[config.mk]
export PLATFORM = sky130hd
export DESIGN_NAME = sprite_fetch_arb
export DESIGN_NICKNAME = d
export VERILOG_FILES = /design/src/rtl/sprite_fetch_arb.sv
export SDC_FILE = /design/constraint.sdc
export NUM_CORES = 1
export LEC_CHECK = 0
export BUFFER_PORTS_ARGS = -buffer_cell sky130_fd_sc_hd__buf_2
export CAP_MARGIN = 25
export CELL_PAD_IN_SITES_DETAIL_PLACEMENT = 2
export CELL_PAD_IN_SITES_GLOBAL_PLACEMENT = 2
export CORE_ASPECT_RATIO = 0.9
export CORE_MARGIN = 10
export CORE_UTILIZATION = 26
export CTS_CLUSTER_SIZE = 10
export DETAILED_ROUTE_END_ITERATION = 8
export PLACE_DENSITY_LB_ADDON = 0.05
export SYNTH_ARGS = -nofsm -noshare
export SYNTH_HDL_FRONTEND = slang
export SYNTH_SLANG_ARGS = --single-unit
export TNS_END_PERCENT = 1
[constraint.sdc]
create_clock -name clk -period 3.7 [get_ports clk]
set_clock_uncertainty 0.05 [all_clocks]
set_input_delay 0.185 -clock clk [delete_from_list [all_inputs] [get_ports clk]]
set_output_delay 0.185 -clock clk [all_outputs]
set_load 0.005 [all_outputs]
[src/rtl/sprite_fetch_arb.sv]
// Round-robin arbiter sharing one fixed-latency sprite ROM between burst requesters.
// Returning words are tagged with requester id and last flag, aligned to the ROM latency.
module sprite_fetch_arb #(
    parameter int NUM_REQ = 3,
    parameter int LEN_W   = 11,
    parameter int ROM_LAT = 2
) (
    input  logic                     clk,
    input  logic                     rst_n,
    input  logic [NUM_REQ-1:0]       req_i,
    input  logic [NUM_REQ*3-1:0]     sprite_i,
    input  logic [NUM_REQ*10-1:0]    addr_i,
    input  logic [NUM_REQ*LEN_W-1:0] len_i,
    output logic [NUM_REQ-1:0]       ack_o,
    output logic [NUM_REQ-1:0]       done_o,
    output logic [2:0]               rom_sprite_o,
    output logic [9:0]               rom_addr_o,
    input  logic [15:0]              rom_data_i,
    output logic                     rd_valid_o,
    output logic [2:0]               rd_id_o,
    output logic                     rd_last_o,
    output logic [15:0]              rd_data_o,
    output logic                     busy_o
);

    typedef enum logic {IDLE, ISSUE} state_t;

    state_t             state, state_nxt;
    logic [2:0]         rr_ptr, gnt_id, cur_id;
    logic               gnt_found, grant;
    logic [2:0]         gnt_sprite;
    logic [9:0]         gnt_addr;
    logic [LEN_W-1:0]   gnt_len, remain;
    logic               push_valid, push_last;
    logic [NUM_REQ-1:0] zero_done;
    logic [ROM_LAT-1:0] tag_valid, tag_last;
    logic [2:0]         tag_id [ROM_LAT];

    // Two passes give "first set bit at or above rr_ptr, else first set bit from 0".
    always_comb begin
        gnt_found = 1'b0;
        gnt_id    = '0;
        for (int i = 0; i < NUM_REQ; i++) begin
            if (!gnt_found && req_i[i] && 3'(i) >= rr_ptr) begin
                gnt_found = 1'b1;
                gnt_id    = 3'(i);
            end
        end
        for (int i = 0; i < NUM_REQ; i++) begin
            if (!gnt_found && req_i[i]) begin
                gnt_found = 1'b1;
                gnt_id    = 3'(i);
            end
        end
    end

    always_comb begin
        gnt_sprite = '0;
        gnt_addr   = '0;
        gnt_len    = '0;
        for (int i = 0; i < NUM_REQ; i++) begin
            if (gnt_id == 3'(i)) begin
                gnt_sprite = sprite_i[3*i +: 3];
                gnt_addr   = addr_i[10*i +: 10];
                gnt_len    = len_i[LEN_W*i +: LEN_W];
            end
        end
    end

    always_ff @(posedge clk or negedge rst_n) begin
        if (!rst_n) state <= IDLE;
        else        state <= state_nxt;
    end

    always_comb begin
        state_nxt  = state;
        ack_o      = '0;
        grant      = 1'b0;
        push_valid = 1'b0;
        push_last  = 1'b0;
        case (state)
            IDLE: begin
                if (gnt_found) begin
                    grant = 1'b1;
                    for (int i = 0; i < NUM_REQ; i++) begin
                        ack_o[i] = rst_n && (gnt_id == 3'(i));
                    end
                    if (gnt_len != '0) state_nxt = ISSUE;
                end
            end
            ISSUE: begin
                push_valid = 1'b1;
                push_last  = (remain == LEN_W'(1));
                if (push_last) state_nxt = IDLE;
            end
            default: state_nxt = IDLE;
        endcase
    end

    always_ff @(posedge clk or negedge rst_n) begin
        if (!rst_n) begin
            rr_ptr       <= '0;
            cur_id       <= '0;
            remain       <= '0;
            rom_addr_o   <= '0;
            rom_sprite_o <= '0;
            zero_done    <= '0;
        end else begin
            zero_done <= '0;
            if (grant) begin
                rr_ptr <= (gnt_id == 3'(NUM_REQ-1)) ? 3'd0 : gnt_id + 3'd1;
                if (gnt_len == '0) begin
                    zero_done <= ack_o;
                end else begin
                    cur_id       <= gnt_id;
                    remain       <= gnt_len;
                    rom_addr_o   <= gnt_addr;
                    rom_sprite_o <= gnt_sprite;
                end
            end else if (state == ISSUE && !push_last) begin
                // 10-bit add wraps 1023 -> 0 inside a burst.
                rom_addr_o <= rom_addr_o + 10'd1;
                remain     <= remain - LEN_W'(1);
            end
        end
    end

    always_ff @(posedge clk or negedge rst_n) begin
        if (!rst_n) begin
            tag_valid <= '0;
            tag_last  <= '0;
            for (int i = 0; i < ROM_LAT; i++) tag_id[i] <= '0;
        end else begin
            tag_valid[0] <= push_valid;
            tag_last[0]  <= push_last;
            tag_id[0]    <= push_valid ? cur_id : 3'd0;
            for (int i = 1; i < ROM_LAT; i++) begin
                tag_valid[i] <= tag_valid[i-1];
                tag_last[i]  <= tag_last[i-1];
                tag_id[i]    <= tag_id[i-1];
            end
        end
    end

    assign rd_valid_o = tag_valid[ROM_LAT-1];
    assign rd_last_o  = tag_last[ROM_LAT-1];
    assign rd_id_o    = tag_id[ROM_LAT-1];
    assign rd_data_o  = rom_data_i;
    assign busy_o     = (state == ISSUE) || (|tag_valid);

    always_comb begin
        done_o = zero_done;
        for (int i = 0; i < NUM_REQ; i++) begin
            if (rd_valid_o && rd_last_o && rd_id_o == 3'(i)) done_o[i] = 1'b1;
        end
    end

endmodule

==> impl_summary.log <==
[metrics] syn avg cell area: 8.38 um2
[metrics] failing checks: negative hold slack
[metrics] crit-path cells: o21ai_2, nand4bb_4, a221oi_1, o211ai_1, or4_1, o21ai_2, buf_4, mux2_1
[metrics] cell-internal power: 0.00152 W
[metrics] Data arrival, critical path: ~3.3 ns
[metrics] TritonCTS clock tree: yes
[metrics] core area: 10800 um2
[metrics] post-DR wirelength/cell: 21.1 um
[metrics] detailed-route vias per instance: 5.20
[metrics] sum of overflow across all layers after global routing: 0
[metrics] hold slack: -0.0124 ns
[metrics] synthesis-to-finish area growth: 25.5%
[metrics] FMAX: roughly 310 MHz
[metrics] post-synthesis sequential area ratio: 35.7%
[metrics] Clk pwr share: 22.6%
[metrics] number of port buffers: 100
[metrics] detailed placer's ending HPWL: 9420 um
[metrics] violation count after the first detailed-route iteration: 133
[metrics] share of layout cells above drive strength 1: a little under a third
[metrics] Period minus WS final: ~3.2 ns
[metrics] Worst Setup End Kind: flop
[metrics] Net Switching: 0.00108 W
[metrics] RSZ-0062 raised after global routing: no
[metrics] vias after detailed routing: 2919
[metrics] Gate power share: 44.7%
[metrics] number of slew-limit violations in the final report: 0
[metrics] launching instance or port of the critical path: rr_ptr[1]
[metrics] power density over the cells: 719 nW/um2
[metrics] residual DRC count: 0
[metrics] top cell family by delay on the critical path: compound AO/OA/AOI/OAI gates
[metrics] post-synthesis cell area: 2870 um2
[metrics] Detailed Route WL: between 10000 and 15000 um
[metrics] FP Rows: 36
[metrics] max-cap violation count: 0
[metrics] die width: ~130 um
[metrics] via count of the first global-routing pass: 3265
[metrics] Hold Buf Count CTS: 0
[metrics] initial core utilization: 26.6%
[metrics] total clock buffers created by CTS: 5
[metrics] number of ports placed on the die boundary: about 130
[metrics] switching share of total power: 41.5%
[metrics] first-pass GRT wire length: ~19000 um
[metrics] insertion delay to the later sink of the worst-skew pair: 0.28 ns
[metrics] Post-Place Setup Slack: 0.523 ns
[metrics] # clock sinks: 41
[metrics] Sum Neg Setup Slack: 0 ns
[metrics] Final Hold Violating Endpoints: 8
[metrics] number of nets in the synthesized netlist: between 400 and 500
[metrics] Leakage: 1.68 nW
[metrics] period utilization: 86.3%
[metrics] Main synth FF type: dfrtp_1
[metrics] Post-Syn Instances: 343
[metrics] Yosys reg bits: 41
[metrics] antenna-violating nets left: 0
[metrics] Final WS setup: 0.507 ns
[metrics] status: finished, violations left
[metrics] total number of yosys warnings: 0
[metrics] buffers and inverters on the worst path: 1
[metrics] total setup violations reported at the end of the flow: 0
[metrics] number of setup buffers added after CTS: 0
[metrics] kind of start point of the critical path: flop
[metrics] share of synthesized registers carrying an async set or reset: 100%
[metrics] post-synth top area share: 35.7%
[metrics] top area cells in the synthesized netlist: dfrtp_1 36%, nand2_1 6.8%, nor2_1 5.6%
[metrics] number of antenna violations at the first check in global routing: 2
[metrics] worst setup path category: reg -> reg
[metrics] pin count of the biggest net entering global routing: 42
[metrics] layout filler cell count: ~1300
[metrics] buffer levels on the longest clock path: 2
[metrics] number of enable flip-flop cells after synthesis: 0
[metrics] clock slew at the register clock pins of the worst setup and hold paths: 0.07 ns
[metrics] post-cts sizing count: 0
[metrics] power share of the sequential group: approximately a third
[metrics] first-pass iteration count of the detailed router: 4
[metrics] Crit path largest cell delay: 0.59 ns
[metrics] cell with the most instances on the worst path: o21ai_2
[metrics] clock tree root driver cell: clkbuf_16
[metrics] Die H: 120 um
[metrics] launching point of the worst reg2reg path: rr_ptr[1]
[metrics] worst rel slew slack: 40.3%
[metrics] worst voltage drop across the vdd grid: 0.189 mV
[metrics] critical path data required time: 3.82 ns
[metrics] weighted congestion reported at the end of routability-driven placement: ~0.76
[metrics] biggest fanout along the worst timing path: 9
[metrics] overall fraction of global-route tracks in use: 15.1%
[metrics] transition time of the tightest slew-check pin: 0.893 ns
[metrics] cell type with the highest aggregate area in the netlist: dfrtp_1
[metrics] CTS H-tree lvls: 2
[metrics] class of the worst hold path: in -> async
[metrics] Netlist cell types: 55
[metrics] area of the die: 15700 um2
[metrics] critical path's slowest cell: or4_1
[metrics] final net count: ~520
final timing paths:
| check | to | slack, ns | cells past startpoint |
|---|---|---|---|
| worst max-delay path | cur_id[0] | 0.51 | 8 |
| worst min-delay path | remain[6] | -0.01 | 2 |
| worst max register to register | cur_id[0] | 0.51 | 8 |
| worst min register to register | rd_id_o[0] | 0.30 | 0 |
| max in group asynchronous | rom_addr_o[4] | 3.20 | 2 |
| min in group clk | rom_sprite_o[0] | 0.23 | 4 |
stage by stage:
step	std cells	total power (W)	hold slack, ns	area (um2)	utilization [%]
after floorplan	343	0.00159	-0.161	2870	-
after global placement	551	0.00200	0.293	3410	31.5
after detailed placement	551	0.00203	0.294	3410	31.5
after CTS	559	0.00263	0.0548	3600	33.3
after global routing	560	0.00281	0.0746	3600	33.3
final	561	0.00259	-0.0124	3610	33.4
layer usage:
metal | global-route usage [%] | wire (um) | up-vias
li1 | - | - | 1422
met1 | 21.2 | 5950 | 1417
met2 | 22.3 | 5070 | 68
met3 | 4.75 | 744 | 12
met4 | 2.85 | 81 | 0
met5 | 0 | 0 | -
cell type report:
class	count	area (um2)	area share, %
Antenna cell	2	5.00	0.139
Clock buffer	5	125	3.47
Clock inverter	3	68.8	1.91
Inverter	9	33.8	0.937
Multi-Input combinational cell	256	1590	44.1
Sequential cell	41	1030	28.4
Tap cell	133	166	4.61
Timing Repair Buffer	112	591	16.4
registers in the layout, summed over array words and instances, names as in the netlist:
register and count:
cur_id 2, rd_id_o 2, remain 11, rom_addr_o 10
rom_sprite_o 3, rr_ptr 3, state 1, tag_id 2
tag_last 2, tag_valid 2, zero_done 3
Yosys cell counts (3+ instances only):
cell type,count
nand2_1,52
nor2_1,43
dfrtp_1,41
buf_4,21
nor3_1,17
a31oi_1,14
and3_1,12
a211oi_1,10
a21oi_1,10
clkbuf_1,10
o221a_1,10
inv_1,9
o21ai_1,7
a221oi_1,6
nor4_1,6
mux2_1,5
o21ai_0,5
and2_1,4
nand4_1,4
o22ai_1,4
buf_2,3
ha_1,3
nand3_1,3
o21a_1,3
layout by cell type (no fill, tap or decap), drive strengths merged, types with 4 or more instances in the layout:
cell,Yosys,final
dfrtp,41,41
a211oi,11,11
nor4,7,7
o22ai,4,4
inv,9,10
nor3,17,17
clkbuf,10,5
o221a,10,10
o21ai,14,14
mux2,5,5
a31oi,14,14
nand4,4,4
a21oi,10,10
and2,4,4
nand2,52,52
buf,27,112
nor2,43,43
a221oi,8,8
and3,12,12
power by group through the flow:
| stage | sequential (W) | combinational, W | clock, W |
|---|---|---|---|
| finish | 0.000848 | 0.00116 | 0.000586 |
| global route | 0.000891 | 0.00131 | 0.000614 |
| CTS | 0.000850 | 0.00118 | 0.000596 |
| detailed placement | 0.000858 | 0.00117 | 0 |
| global placement | 0.000849 | 0.00115 | 0 |
| floorplan | 0.000788 | 0.000803 | 0 |
kinds of logic after synthesis:
| group | Yosys count | share of synthesized area [%] |
|---|---|---|
| flip-flops | 41 | 35.7 |
| AO/OA/AOI/OAI | 92 | 24.5 |
| buffers and inverters | 46 | 9.40 |
| AND/OR/NAND/NOR | 154 | 26.6 |
| adder cells (fa/ha/maj) | 3 | 1.31 |
| multiplexers | 6 | 2.31 |
| other | 1 | 0.130 |
(Power assumes the default switching activity.)
